[config.mk]
export PLATFORM = sky130hd
export DESIGN_NAME = rls_shift_seq
export DESIGN_NICKNAME = d
export VERILOG_FILES = /design/src/rtl/rls_pkg.sv /design/src/rtl/rls_shift_model.sv /design/src/rtl/rls_shift_seq.sv
export SDC_FILE = /design/constraint.sdc
export NUM_CORES = 1
export LEC_CHECK = 0
export ABC_CLOCK_PERIOD_IN_PS = 3100
export CAP_MARGIN = 40
export CORE_MARGIN = 2
export CORE_UTILIZATION = 45
export CTS_CLUSTER_SIZE = 14
export DETAILED_ROUTE_END_ITERATION = 8
export PLACE_DENSITY = 0.78
export SLEW_MARGIN = 20
export SYNTH_ARGS = -nofsm -noshare
export SYNTH_HDL_FRONTEND = slang
export SYNTH_SLANG_ARGS = --single-unit
[constraint.sdc]
create_clock -name clk -period 3.1 [get_ports clk]
set_input_delay 0.62 -clock clk [delete_from_list [all_inputs] [get_ports clk]]
set_output_delay 0.62 -clock clk [all_outputs]
set_load 0.01 [all_outputs]
[src/rtl/rls_pkg.sv]
// Shared types and constants for the RLS803 shift sequencer and its reference model.
package rls_pkg;

    localparam int unsigned DATA_W   = 8;
    localparam int unsigned AMT_W    = 4;
    localparam int unsigned STEP_W   = 3;
    localparam int unsigned CNT_W    = 8;
    localparam int unsigned MAX_STEP = 7;

    localparam logic DIR_RIGHT = 1'b0;
    localparam logic DIR_LEFT  = 1'b1;

    typedef enum logic [2:0] {
        ST_IDLE    = 3'd0,
        ST_LOAD    = 3'd1,
        ST_STEP    = 3'd2,
        ST_CAPTURE = 3'd3,
        ST_RESP    = 3'd4
    } state_e;

    // Latched request payload.
    typedef struct packed {
        logic [DATA_W-1:0] data;
        logic [AMT_W-1:0]  amount;
        logic              dir;
    } req_t;

endpackage

[src/rtl/rls_shift_model.sv]
// Combinational 8-bit logical shift by 0-15 positions; shifts of 8 or more yield zero.
module rls_shift_model
    import rls_pkg::*;
(
    input  logic [DATA_W-1:0] data_i,
    input  logic [AMT_W-1:0]  amount_i,
    input  logic              dir_i,
    output logic [DATA_W-1:0] result_c
);

    always_comb begin
        result_c = '0;
        if (amount_i < AMT_W'(DATA_W)) begin
            result_c = (dir_i == DIR_LEFT) ? (data_i << amount_i) : (data_i >> amount_i);
        end
    end

endmodule

[src/rtl/rls_shift_seq.sv]
// Sequencer driving an RLS803 shifter: load, chunked shift steps, capture and self-check,
// with valid/ready request and response channels.
module rls_shift_seq
    import rls_pkg::*;
#(
    parameter int unsigned MAX_STEP = rls_pkg::MAX_STEP
) (
    input  logic                clk,
    input  logic                clear_n,
    input  logic                req_valid,
    output logic                req_ready,
    input  logic [DATA_W-1:0]   req_data,
    input  logic [AMT_W-1:0]    req_amount,
    input  logic                req_dir,
    output logic                rsp_valid,
    input  logic                rsp_ready,
    output logic [DATA_W-1:0]   rsp_data,
    output logic                rsp_err,
    output logic [CNT_W-1:0]    err_count,
    output logic [DATA_W-1:0]   sh_data_in,
    output logic [STEP_W-1:0]   sh_shift_amount,
    output logic                sh_direction,
    output logic                sh_clear_n,
    input  logic [DATA_W-1:0]   sh_data_out
);

    state_e              state_q, state_d;
    req_t                op_q, op_d;
    logic [AMT_W-1:0]    rem_q, rem_d;
    logic [STEP_W-1:0]   step_q, step_d;
    logic [STEP_W-1:0]   chunk;
    logic                req_ready_q, req_ready_d;
    logic                rsp_valid_q, rsp_valid_d;
    logic [DATA_W-1:0]   rsp_data_q, rsp_data_d;
    logic                rsp_err_q, rsp_err_d;
    logic [CNT_W-1:0]    err_count_q, err_count_d;
    logic                sh_clear_n_q, sh_clear_n_d;
    logic [DATA_W-1:0]   expected;

    rls_shift_model u_model (
        .data_i   (op_q.data),
        .amount_i (op_q.amount),
        .dir_i    (op_q.dir),
        .result_c (expected)
    );

    always_ff @(posedge clk or negedge clear_n) begin
        if (!clear_n) begin
            state_q      <= ST_IDLE;
            op_q         <= '0;
            rem_q        <= '0;
            step_q       <= '0;
            req_ready_q  <= 1'b0;
            rsp_valid_q  <= 1'b0;
            rsp_data_q   <= '0;
            rsp_err_q    <= 1'b0;
            err_count_q  <= '0;
            sh_clear_n_q <= 1'b0;
        end else begin
            state_q      <= state_d;
            op_q         <= op_d;
            rem_q        <= rem_d;
            step_q       <= step_d;
            req_ready_q  <= req_ready_d;
            rsp_valid_q  <= rsp_valid_d;
            rsp_data_q   <= rsp_data_d;
            rsp_err_q    <= rsp_err_d;
            err_count_q  <= err_count_d;
            sh_clear_n_q <= sh_clear_n_d;
        end
    end

    // Next state plus next registered outputs, decoded from the state being entered.
    always_comb begin
        state_d      = state_q;
        op_d         = op_q;
        rem_d        = rem_q;
        step_d       = '0;
        rsp_data_d   = rsp_data_q;
        rsp_err_d    = rsp_err_q;
        err_count_d  = err_count_q;
        chunk        = (rem_q > AMT_W'(MAX_STEP)) ? STEP_W'(MAX_STEP) : STEP_W'(rem_q);

        case (state_q)
            ST_IDLE: begin
                if (req_valid && req_ready_q) begin
                    op_d    = '{data: req_data, amount: req_amount, dir: req_dir};
                    rem_d   = req_amount;
                    state_d = ST_LOAD;
                end
            end
            ST_LOAD, ST_STEP: begin
                if (rem_q == '0) begin
                    state_d = ST_CAPTURE;
                end else begin
                    state_d = ST_STEP;
                    step_d  = chunk;
                    rem_d   = rem_q - AMT_W'(chunk);
                end
            end
            ST_CAPTURE: begin
                rsp_data_d = sh_data_out;
                rsp_err_d  = (sh_data_out != expected);
                if (rsp_err_d && (err_count_q != '1)) begin
                    err_count_d = err_count_q + CNT_W'(1);
                end
                state_d = ST_RESP;
            end
            ST_RESP: begin
                if (rsp_ready) begin
                    state_d = ST_IDLE;
                end
            end
            default: state_d = ST_IDLE;
        endcase

        req_ready_d  = (state_d == ST_IDLE);
        rsp_valid_d  = (state_d == ST_RESP);
        sh_clear_n_d = (state_d == ST_LOAD) || (state_d == ST_STEP) || (state_d == ST_CAPTURE);
    end

    assign req_ready       = req_ready_q;
    assign rsp_valid       = rsp_valid_q;
    assign rsp_data        = rsp_data_q;
    assign rsp_err         = rsp_err_q;
    assign err_count       = err_count_q;
    assign sh_data_in      = op_q.data;
    assign sh_shift_amount = step_q;
    assign sh_direction    = op_q.dir;
    assign sh_clear_n      = sh_clear_n_q;

endmodule
# == Yosys cells after proc, flatten, opt, wreduce, memory -nomap -nowiden ==
# Index checks and enable logic that the tools add are counted.
# Widths: inputs -> output; s select.
# classes
mux,12
n_lt_le_gt_ge,2
add_sub_neg,2
shifts,2
n_eq_ne,12
n_reduce_logical,12
# ops
cell,n
$mux 8,2
$mux 3,5
$eq 3x2->1 const B,4
$pmux 3 s4,1
$add 8x1->8 const B,1
$mux 4,2
$ne 8x8->1,1
$ne 8x8->1 const B,1
$pmux 4 s2,1
$shl 8x4->8,1
$shr 8x4->8,1
$eq 3x1->1 const B,2
$eq 3x3->1 const B,2
$logic_not 3->1,2
$gt 4x3->1 const B,1
$logic_not 4->1,1
$lt 4x4->1 const B,1
$ne 2x2->1 const B,2
$reduce_and 2->1,2
$sub 4x3->4,1
$reduce_and 3->1,1
$logic_and 1x1->1,2
$logic_or 1x1->1,2
$reduce_bool 2->1,1
other kinds (2),2
# totals
input_bits,25
register_bits,43

# == Longest topological paths before layout ==
# Gate-level depths: netlist (run 1).
# logic_depth
ltp_word,6
ltp_mapped,10
depth_no_buf,8

# == By module ==
# Synthesis (run 1) repeated with hierarchy kept, for this count alone.
# hier_totals
hier_cells,220
hier_area_um2,2488.6
# modules_own_cells
module,cells_per_inst,seq_area_each_um2,n_inst,area_each_um2
rls_shift_seq,149,1076.0,1,1924.3
rls_shift_model,71,0.0,1,564.3

# == Worst setup path after synthesis (run 1) ==
# OpenSTA, ideal clock, no wires.
# synth_path
kind,flip-flop to flip-flop
start,register op_q[2] in the netlist's numbering
end,register err_count_q[6] (netlist: err_count[6])
period_less_slack_ps,2324
path_slack_ps,776
required_ps,2974
stages_incl_launch_ff,11
t_arrival_ps,2198
path_cell_list,dfrtp_1 buf_6 buf_12 nor3b_1 a21oi_1 a221oi_1 mux2_2 nand4_2 o21ai_4 or3_1 xnor2_1
# synth_between
elab_chain_cells,6
word_cells_on_any_way,8
classes_between,order compare: 1; eq/ne: 1; shift: 2; mux: 2; reduce/logical: 2
# synth_rtl
element,line_no,source
from (decl),rls_shift_seq.sv:28,"req_t op_q, op_d;"
from (signal assigned),rls_shift_seq.sv:61,op_q <= op_d;
$shr 8x4->8 / $shl 8x4->8 (equally long branches),rls_shift_model.sv:14,result_c = (dir_i == DIR_LEFT) ? (data_i << amount_i) : (data_i >> amount_i);
$mux 8,rls_shift_model.sv:14,
$mux 8 *,rls_shift_model.sv:13,if (amount_i < AMT_W'(DATA_W)) begin
$ne 8x8->1 *,rls_shift_seq.sv:103,rsp_err_d = (sh_data_out != expected);
$logic_and 1x1->1 *,rls_shift_seq.sv:104,if (rsp_err_d && (err_count_q != '1)) begin
$reduce_and 2->1 (no line) *,-,
to (signal assigned),rls_shift_seq.sv:68,err_count_q <= err_count_d;
to (decl),rls_shift_seq.sv:36,"logic [CNT_W-1:0] err_count_q, err_count_d;"
# Mark *: on every way between the ends. The rest lies on a longest branch, timed or not.
# A chain may end at the register's enable or synchronous reset.

# == Final worst setup path (run 1) ==
# layout_path
start,register op_q[2] in the netlist's numbering
end,register err_count_q[1] (netlist: err_count[1])
# The elaborated chain is that of the path after synthesis.

==> results of run 1 <==
cell type report:
class,count,area [um^2],share of cell area
flip-flops and latches,43,1080,0.327
repair buffers,62,626,0.190
multi-input cells,184,1360,0.414
clock buffers,5,68.8,0.0209
inverters,6,22.5,0.00685
clock inverters,3,43.8,0.0133
well taps,72,90.1,0.0274
path summary, 6_finish.rpt:
path / start / to / cells past startpoint
max: op_q[2] / err_count[1] / 8
min reg2reg: rsp_err / rsp_err / 2
max in group asynchronous: clear_n / err_count[1] / 2
min: clear_n / sh_data_in[0] / 1
max reg2reg: op_q[2] / err_count[1] / 8
min in group clk: rsp_err / rsp_err / 2
cell families (layout without fill, tap and decap cells):
| family | after synthesis | in the layout |
|---|---|---|
| AOI/OAI and AO/OA | 56 | 56 |
| xor gates and xnor gates | 13 | 13 |
| adders and majority gates | 2 | 2 |
| buffers and inverters | 32 | 76 |
| DFF | 43 | 43 |
| muxes | 36 | 36 |
| and+or+nand+nor | 77 | 77 |
cells in the final DEF, fill, tap and decap left out, types with 3 or more instances in the layout:
master            n
xor2_1            8
or2_2             3
dfrtp_1          43
buf_4             4
mux2i_1          12
nor2_1           18
xnor2_1           5
nand3_1           9
nand3b_1          5
o21ai_0          10
mux2_2           23
inv_1             6
nor3_1            4
clkbuf_8          5
nand2_1          14
a221oi_1          3
a21oi_1           7
clkdlybuf4s50_1  55
nand4_1           3
o221ai_1          3
o21a_1            4
a31oi_1           5
or3_1             3
nand2b_1          7
per-stage QoR:
step | power, uW | util | cell area, um^2 | hold slack [ps]
2_1_floorplan | 2600 | - | 2640 | 324
3_3_place_gp | 3120 | 0.566 | 3160 | 463
3_5_place_dp | 3180 | 0.570 | 3180 | 469
4_1_cts | 3640 | 0.590 | 3290 | 227
5_1_grt | 3900 | 0.590 | 3290 | 238
6_report | 3630 | 0.590 | 3290 | 224
power breakdown:
group	leakage, uW	internal, uW	switching (uW)
registers	0.000531	812	377
logic	0.000783	1070	925
clock network	0.0000581	240	204
state kept, by name, summed over array words and instances (netlist names), 3 cells and up:
name and flops:
op_q 4, sh_shift_amount 3, err_count 8, sh_data_in 8, state_q 3, rsp_data 8, rem_q 4
worst max-delay path: cells and delay by family (launching register included):
kind / cells / cell delay, ps
AOI/OAI and AO/OA: 2 / 460
buffers and inverters: 1 / 300
DFF: 1 / 680
muxes: 1 / 370
and+or+nand+nor: 4 / 840
per-layer routing:
layer	up-vias	track usage	share of wire
met2	78	0.305	0.48
met4	0	0.0915	0.024
met3	15	0.0393	0.061
met5	-	0	0
met1	1041	0.235	0.43
li1	1014	-	-
synth_stat cells (2+ instances only):
| cell type | n | area [um^2] |
|---|---|---|
| or3_1 | 3 | 18.8 |
| nand3_1 | 9 | 45.0 |
| nand3b_1 | 5 | 37.5 |
| a31oi_1 | 5 | 31.3 |
| o2bb2ai_1 | 2 | 17.5 |
| nand2b_1 | 7 | 43.8 |
| or2_2 | 3 | 18.8 |
| a41oi_1 | 2 | 17.5 |
| a21oi_1 | 7 | 35.0 |
| clkbuf_1 | 7 | 26.3 |
| buf_6 | 2 | 22.5 |
| inv_1 | 6 | 22.5 |
| dfrtp_1 | 43 | 1080 |
| o21ai_0 | 10 | 50.1 |
| o32a_1 | 2 | 20.0 |
| a211o_1 | 2 | 17.5 |
| xnor2_1 | 5 | 43.8 |
| nor3b_1 | 2 | 15.0 |
| o211ai_1 | 2 | 15.0 |
| o21a_1 | 4 | 30.0 |
| and2_1 | 2 | 12.5 |
| a221oi_1 | 3 | 26.3 |
| nor3_1 | 4 | 20.0 |
| nor2_1 | 18 | 67.6 |
| buf_2 | 4 | 20.0 |
| mux2i_1 | 12 | 120 |
| buf_4 | 11 | 82.6 |
| a21o_1 | 2 | 15.0 |
| a22oi_1 | 2 | 15.0 |
| ha_1 | 2 | 25.0 |
| o221ai_1 | 3 | 26.3 |
| xor2_1 | 8 | 70.1 |
| mux2_2 | 23 | 259 |
| nand2_1 | 14 | 52.6 |
| nand4_1 | 3 | 18.8 |
==> run summary, run 1 <==
Simple-Gate Fraction of Synth Area: 0.155
GPL Wtd Cong: 0.843
Cells after DPL: 367
Cts bufs inserted: 5
ANT cells: 0
Slowest-stage cell, CP: dfrtp_1
DRT antenna net count: 0
P&R area growth vs syn: 24.8%
CTS tree: built
Post-CTS Setup Bufs: 0
CP Class: flip-flop to flip-flop
I/O Pins: 57
Min-Delay Path Class: primary input to asynchronous set/reset pin
CP peak stage delay: 680 ps
Syn_area_per_cell: 10.2 um^2
Detailed placement HPWL: 4.31 mm
Drt via density: 5.73
Max Freq: 0.363 GHz
Number of global-route vias before repair: 2052
CP endpoint kind: flip-flop
Xor and xnor area share after synthesis: 0.0432
Root buffer cell: clkbuf_8
Total routed wirelength: 5.85 mm
First-pass GRT wire length: 9.39 mm
Row count: 27
Initial antenna violation count: 0
Share of cells above drive strength 1: 0.152
Die Y: 80.5 um
WL/cell: 15.6 um
Die W: 80.5 um
Number of non-filler instances in the completed layout: 375
Initial DRC count: 229
Reg2Reg Setup Slack: 350 ps
# port buffers: 56
Clk Latency, worst-skew pair: 310 ps
Netlist Area Pre-Place: 0.00264 mm^2
Synth Area in Compound Gates: 0.157
H-tree depth: 2
Die footprint: 0.00649 mm^2
Post-CTS resize count: 0
Period utilisation layout: 0.888
CP max FO: 16
Max VDD drop: 509 uV
Critical path required time: 3290 ps
Initial Utilization: 0.473
Synth cell types: 55
Vias: 2148
Cells after synthesis: 259
Critical Path AT: 2940 ps
Grt ovf: 0
All-Layer GR Usage: 0.187
Post-CTS Hold Fix Bufs: 0
Drt drc: 0
Main combinational cell family by area after synthesis: compound AO/OA/AOI/OAI gates
Final #Nets: 329
Worst slew pin tran: 714 ps
Sequential share of the synthesized area: 0.408
Maximum clock path buffer count: 2
Mux contribution to synthesized area: 0.152
RSZ-0062 raised after global routing: false
DR pass1 iterations: 4
Number of synthesized flops with an enable pin: 0
Final Max Tran Viols: 0
Status: finished, final reports clean
Async SR Flop Fraction: 1.00
Skew final: 5.81 ps
Synth warn: 0
Clock transition at path regs: 90 ps
Fin worst setup slack: 348 ps
LEAKAGE: 0.00137 uW
Top FF cell, synth: dfrtp_1
Filler instances: 478
CP startpoint kind: flip-flop
CP Cell Sequence: buf_4, nor3b_1, a31oi_1, nand3_1, and4b_1, nand4_2, o21ai_4, mux2_2
Adder-Cell Fraction of Synth Area: 0.00949
Rel. slew slack: 0.524
Cell Pwr Density: 1100 mW/mm^2
Minimum clock period: 2750 ps
Setup violators final: 0
Max cap viols: 0
Worst slack at placement: 233 ps
TritonCTS Sinks: 43
Post-synthesis register bit count: 43
Post-Route Setup TNS: 0 ps
Pin count of the biggest net entering global routing: 30
Core area: 0.00557 mm^2
Syn nets: 286
Final Hold Fails: 0
No activity file was read; power rests on OpenSTA's default activity.
==> run 2, diff against run 1 <==
--- a/config.mk
+++ b/config.mk
@@ -9,7 +9,7 @@
 export CAP_MARGIN = 40
 export CORE_MARGIN = 2
 export CORE_UTILIZATION = 45
-export CTS_CLUSTER_SIZE = 14
+export CTS_CLUSTER_SIZE = 20
 export DETAILED_ROUTE_END_ITERATION = 8
 export PLACE_DENSITY = 0.78
 export SLEW_MARGIN = 20
==> results of run 2 <==
Same layout as run 1: the final DEF is identical, and so are final timing and power.
